--- src/rtl/bus_dec_pkg.sv ---
// Shared types for the 8088 bus region decoder: FSM states, region descriptor
// and the priority one-hot helper. Widths here size the region table and the
// priority function, so the top-level defaults track them.
package bus_dec_pkg;

  localparam int DEC_NREG = 4;
  localparam int DEC_AW   = 20;
  localparam int DEC_WSW  = 3;

  typedef enum logic [1:0] {IDLE, WAIT, DONE} ws_state_e;

  typedef struct packed {
    logic                iom;
    logic [DEC_AW-1:0]   base;
    logic [DEC_AW-1:0]   mask;
    logic [DEC_WSW-1:0]  ws;
  } region_t;

  // Keep only the lowest set bit: lowest region index wins.
  function automatic logic [DEC_NREG-1:0] pri_onehot(input logic [DEC_NREG-1:0] v);
    pri_onehot = v & (~v + DEC_NREG'(1));
  endfunction

endpackage

--- src/rtl/bus_ws_counter.sv ---
// Loadable wait-state down-counter. Saturates at zero so a stray decrement
// can never wrap into a long bogus wait.
module bus_ws_counter #(
  parameter int W = 3
) (
  input  logic         CLK,
  input  logic         RESET,
  input  logic         load,
  input  logic [W-1:0] load_val,
  input  logic         dec,
  output logic         zero
);

  logic [W-1:0] cnt;

  // Load has priority over decrement; decrement stops at zero.
  always_ff @(posedge CLK) begin
    if (!RESET)                  cnt <= '0;
    else if (load)               cnt <= load_val;
    else if (dec && cnt != '0)   cnt <= cnt - W'(1);
  end

  assign zero = (cnt == '0);

endmodule

--- src/rtl/bus_region_decoder.sv ---
// 8088 bus-side glue: ALE address capture, priority region chip-select decode,
// per-region wait states on READY, and transceiver enable/direction.
// Optional overlap checker enabled by defining BUS_DEC_OVERLAP_CHK_EN; without
// it MULTI_HIT is tied low.
module bus_region_decoder
  import bus_dec_pkg::*;
#(
  parameter int NREG = DEC_NREG,
  parameter int AW   = DEC_AW,
  parameter int WSW  = DEC_WSW,
  parameter logic [NREG-1:0]          REG_IOM  = 4'b1100,
  parameter logic [NREG-1:0][AW-1:0]  REG_BASE = {20'h0FF00, 20'h01C00, 20'h80000, 20'h00000},
  parameter logic [NREG-1:0][AW-1:0]  REG_MASK = {20'h0FFF0, 20'h0FE00, 20'h80000, 20'h80000},
  parameter logic [NREG-1:0][WSW-1:0] REG_WS   = {3'd3, 3'd1, 3'd2, 3'd0}
) (
  input  logic            CLK,
  input  logic            RESET,
  input  logic            ALE,
  input  logic            IOM,
  input  logic [AW-1:0]   A_IN,
  input  logic            RD_N,
  input  logic            WR_N,
  input  logic            DTR,
  input  logic            DEN,
  output logic [AW-1:0]   ADDR,
  output logic [NREG-1:0] CS,
  output logic            READY,
  output logic            ERR,
  output logic            XCVR_OE,
  output logic            XCVR_DIR,
  output logic            MULTI_HIT
);

  region_t            regs [NREG];
  logic               iom_q;
  logic [NREG-1:0]    hit, sel;
  logic [DEC_WSW-1:0] sel_ws;
  logic               strobe;
  ws_state_e          state_q, state_d;
  logic               ready_d, err_d;
  logic               ws_load, ws_dec, ws_zero;

  assign strobe = ~RD_N | ~WR_N;

  // Region table and per-region address/space match.
  for (genvar i = 0; i < NREG; i++) begin : g_reg
    assign regs[i] = '{iom:  REG_IOM[i],
                       base: DEC_AW'(REG_BASE[i]),
                       mask: DEC_AW'(REG_MASK[i]),
                       ws:   DEC_WSW'(REG_WS[i])};
    assign hit[i]  = (iom_q == regs[i].iom) &&
                     ((DEC_AW'(ADDR) & regs[i].mask) == (regs[i].base & regs[i].mask));
  end

  assign sel = NREG'(pri_onehot(DEC_NREG'(hit)));

  // Wait-state count of the winning region (zero when nothing hits).
  always_comb begin
    sel_ws = '0;
    for (int i = 0; i < NREG; i++)
      if (sel[i]) sel_ws |= regs[i].ws;
  end

  // Address/space capture on ALE; held until the next ALE.
  always_ff @(posedge CLK) begin
    if (!RESET) begin
      ADDR  <= '0;
      iom_q <= 1'b0;
    end else if (ALE) begin
      ADDR  <= A_IN;
      iom_q <= IOM;
    end
  end

  // Registered chip selects, forced off while ALE is high.
  always_ff @(posedge CLK) begin
    if (!RESET)   CS <= '0;
    else if (ALE) CS <= '0;
    else          CS <= sel;
  end

  bus_ws_counter #(.W(WSW)) u_ws_cnt (
    .CLK      (CLK),
    .RESET    (RESET),
    .load     (ws_load),
    .load_val (WSW'(sel_ws) - WSW'(1)),
    .dec      (ws_dec),
    .zero     (ws_zero)
  );

  // FSM state, READY and ERR registers.
  always_ff @(posedge CLK) begin
    if (!RESET) begin
      state_q <= IDLE;
      READY   <= 1'b1;
      ERR     <= 1'b0;
    end else begin
      state_q <= state_d;
      READY   <= ready_d;
      ERR     <= err_d;
    end
  end

  // Next state: a new ALE aborts any cycle in progress; unmatched strobes go
  // straight to DONE with ERR so the CPU is never left waiting.
  always_comb begin
    state_d = state_q;
    ready_d = READY;
    err_d   = ERR;
    ws_load = 1'b0;
    ws_dec  = 1'b0;
    if (ALE) begin
      state_d = IDLE;
      ready_d = 1'b1;
      err_d   = 1'b0;
    end else begin
      unique case (state_q)
        IDLE: if (strobe) begin
          if ((|sel) && sel_ws != '0) begin
            ws_load = 1'b1;
            ready_d = 1'b0;
            state_d = WAIT;
          end else begin
            ready_d = 1'b1;
            err_d   = ~|sel;
            state_d = DONE;
          end
        end
        WAIT: if (ws_zero) begin
          ready_d = 1'b1;
          state_d = DONE;
        end else begin
          ws_dec  = 1'b1;
        end
        DONE: begin
          ready_d = 1'b1;
          if (!strobe) begin
            err_d   = 1'b0;
            state_d = IDLE;
          end else begin
            err_d   = ~|CS;
          end
        end
        default: state_d = IDLE;
      endcase
    end
  end

`ifdef BUS_DEC_OVERLAP_CHK_EN
  // Sticky flag: more than one region matched on a decode edge.
  always_ff @(posedge CLK) begin
    if (!RESET)                                   MULTI_HIT <= 1'b0;
    else if (!ALE && ((hit & (hit - NREG'(1))) != '0)) MULTI_HIT <= 1'b1;
  end
`else
  assign MULTI_HIT = 1'b0;
`endif

  assign XCVR_DIR = DTR;
  assign XCVR_OE  = ~DEN & (|CS);

endmodule

--- config.mk ---
export PLATFORM = sky130hd
export DESIGN_NAME = bus_region_decoder
export DESIGN_NICKNAME = d
export VERILOG_FILES = /design/src/rtl/bus_dec_pkg.sv /design/src/rtl/bus_ws_counter.sv /design/src/rtl/bus_region_decoder.sv
export SDC_FILE = /design/constraint.sdc
export NUM_CORES = 1
export LEC_CHECK = 0
export CAP_MARGIN = 20
export CORE_MARGIN = 2
export CORE_UTILIZATION = 44
export CTS_CLUSTER_DIAMETER = 50
export CTS_CLUSTER_SIZE = 16
export DETAILED_ROUTE_END_ITERATION = 16
export GPL_TIMING_DRIVEN = 0
export HOLD_SLACK_MARGIN = 0.02
export PLACE_DENSITY = 0.79
export SLEW_MARGIN = 5
export SYNTH_ARGS = -nofsm -noshare
export SYNTH_HDL_FRONTEND = slang
export SYNTH_SLANG_ARGS = --single-unit
export TNS_END_PERCENT = 50
--- constraint.sdc ---
create_clock -name CLK -period 2.28 [get_ports CLK]
set_input_delay 0.342 -clock CLK [delete_from_list [all_inputs] [get_ports CLK]]
set_output_delay 0.342 -clock CLK [all_outputs]
set_load 0.02 [all_outputs]
==> metrics.md <==
| Metric | Value |
|---|---|
| Status | finished clean |
| Initial antenna violation count | 0 |
| Crit start category | register |
| Skew final | 10.9 ps |
| Kind of critical path | register to register |
| Synth Instances | 154 |
| Drt wl/cell | 13.8 µm |
| Commonest non-fill, non-tap cell in the layout | clkdlybuf4s50_1 |
| Non-Filler Instances | 261 |
| Final min period | 2120 ps |
| H-tree depth | 2 |
| Pleak | 0.000902 µW |
| GRT overflow | 0 |
| Most frequent cells in the layout | clkdlybuf4s50_1, dfxtp_1, mux2i_1 |
| Largest net degree at the start of global routing | 11 |
| Critical Path Sink | u_ws_cnt.cnt[2] |
| Core Util, Final | 66.3% |
| Pre-CTS setup slack | -53.3 ps |
| Final setup fails | 0 |
| Worst Setup End Kind | register |
| Fillers | 311 |
| Yosys top cell area share | 41.4% |
| Multi-input gate area | 861 µm² |
| PD cells | 583 mW/mm² |
| Chip width | 63.3 µm |
| Routed via count | 1333 |
| Max clock buf depth | 2 |
| Final HPWL DP | 2.76 mm |
| Antenna Cells | 0 |
| FF+latch count, synth | 32 |
| CP startpoint | ADDR[4] |
| Final WS setup | 158 ps |
| Tightest Pin Transition | 658 ps |
| Tot GR Track Use | 18.6% |
| Distinct cells, synth | 44 |
| Cts hold-fix bufs | 0 |
| Starting density of the core | 46.0% |
| Number of enable flip-flop cells after synthesis | 0 |
| Slew headroom | 56.1% |
| Nets | 247 |
| Critical Path AT | 2350 ps |
| DRT Pass-1 Iters | 4 |
| Area of the die | 0.00401 mm² |
| Fin. Hold Viols | 0 |
| Met1 usage | 20.5% |
| Hold WC Path Type | input port to register |
| RSZ-0062 raised after global routing | no |
| Synthesized net count | 187 |
| Biggest area consumer among synthesized cells | dfxtp_1 |
| Synth area leaders | dfxtp_1, mux2i_1, nor2b_1 |
| Synth Flop Type | dfxtp_1 |
| Register area share after synthesis | 41.4% |
| R2R depth | 8 |
| First-pass GRT wire length | 5.90 mm |
| Setup TNS | 0 ps |
| Synthesized area per cell | 10.1 µm² |
| Peak VDD IR | 0.430 mV |
| Clock transition at path regs | 100 ps |
| CTS tree | done |
| Power share of the sequential group | 47.2% |
| Crit path required time | 2500 ps |
| Final period util | 93.1% |
| Combinational group share of total power | 20.7% |
| Iteration-0 DRC Markers | 35 |
| Slew Limit Fails | 0 |
| Clock group share of total power | 32.0% |
| Grt peak-use layer | met2 |
| Root buffer cell | clkbuf_4 |
| Gp weighted congestion | 0.782 |
| M3 GR Usage | 7.14% |
| Site Rows | 21 |
| Mapped Area | 0.00155 mm² |
| IO buf count | 52 |
| Int Power | 965 µW |
| Max-cap violations | 0 |
| Ports | 57 |
| P&R area growth vs syn | 44.0% |
| Worst r2r src | ADDR[4] |
| Via/cell ratio | 5.11 |
| Worst r2r dst | u_ws_cnt.cnt[2] |
| Post-Place Cells | 252 |
| Achievable Freq | 471 MHz |
| DRT Wirelength | 3.61 mm |
| Register Area | 641 µm² |
| Global routing met2 resource utilization | 32.7% |
| Core Region | 0.00336 mm² |
| Synth warnings | 0 |
| Sw Pwr | 334 µW |
| ANT nets after route | 0 |
| Worst-path fanout max | 9 |
| # DRC | 0 |
| Clk_lat worst skew | 330 ps |
| Clock Sinks | 32 |
| Flop2flop setup slack | 160 ps |
| Vias in the first global route | 1326 |
| Switching Share | 25.7% |
| Die Height | 63.3 µm |
| Layout cell share with drive strength beyond 1 | 12.6% |
| Post-synth ARST share | 0% |
| Cts bufs inserted | 5 |
critical path, cell delays in order (launching register included):
cell and delay [ps]:
dfxtp_1 340, or3_4 420, nor4_4 390, o21ai_4 130
nor3_1 170, a21oi_1 70, ha_1 240, o2111ai_1 190
o21ai_1 80
per-layer routing:
| layer | vias to the layer above | part of all wire (%) |
|---|---|---|
| met5 | - | 0 |
| met4 | 0 | 1.6 |
| met3 | 7 | 7.7 |
| met2 | 50 | 50 |
| met1 | 618 | 41 |
| li1 | 658 | - |
worst min-delay path by stage:
| stage | slack, ps | cells after the start | to | startpoint |
|---|---|---|---|---|
| global route | 270 | 2 | ADDR[17] | RESET |
| floorplan | 450 | 2 | u_ws_cnt.cnt[1] | u_ws_cnt.cnt[1] |
| CTS | 250 | 2 | ADDR[17] | RESET |
| finish | 260 | 2 | ADDR[17] | RESET |
| global placement | 460 | 2 | u_ws_cnt.cnt[1] | u_ws_cnt.cnt[1] |
| detailed placement | 480 | 2 | u_ws_cnt.cnt[2] | u_ws_cnt.cnt[2] |
metrics by stage:
stage | power (µW) | hold slack, ps | area [µm²]
global route | 1360 | 272 | 2230
global placement | 881 | 463 | 2130
finish | 1300 | 265 | 2230
floorplan | 770 | 449 | 1550
CTS | 1310 | 253 | 2200
detailed placement | 890 | 484 | 2130
logic make-up (layout without fill, tap and decap cells):
kind of cell               count (synthesis)  in the layout  synth area share, %
and+or+nand+nor                           56             56                 23.0
DFF                                       32             32                 41.4
AOI/OAI and AO/OA                         25             25                 11.6
muxes                                     23             23                 15.0
buffers and inverters                     11             72                 4.20
adders and majority gates                  5              5                 4.04
other                                      1              1                0.242
xor gates and xnor gates                   1              1                0.566
synthesized netlist by cell type, types with 2 or more instances:
cell	n
dfxtp_1	32
mux2i_1	22
nor2b_1	22
nand2_1	8
a21oi_1	6
ha_1	5
nor2_1	5
o21ai_0	5
nor3_1	4
clkbuf_1	3
inv_1	3
a21boi_0	2
buf_4	2
buf_6	2
nand2b_1	2
nand3_1	2
nor2_2	2
power by group through the flow:
stage          combinational, µW  sequential (µW)  clock [µW]
4_1_cts                      266              614         429
3_3_place_gp                 256              624           0
6_report                     269              614         416
5_1_grt                      290              618         455
3_5_place_dp                 264              626           0
2_1_floorplan                119              651           0
state kept, by name (all words and copies together), names as in the netlist:
signal	cells
ADDR	20
CS	4
ERR	1
READY	1
iom_q	1
state_q	2
u_ws_cnt.cnt	3
what timing repair did:
action,4_1_cts,5_1_grt
gates resized for setup,0,5
endpoints found under the hold margin,0,0
endpoints found under the setup margin,0,2
setup buffers,0,1
final cells by class:
cell class,count,share of cell area (%)
multi-input combinational,111,38.6
timing repair buffer,53,23.7
clock buffer,6,1.85
clock inverter,2,1.57
inverter,3,0.505
sequential,32,28.7
tap,46,2.58
buffer,8,2.41
Note: power is estimated with default switching activity, not from simulation.
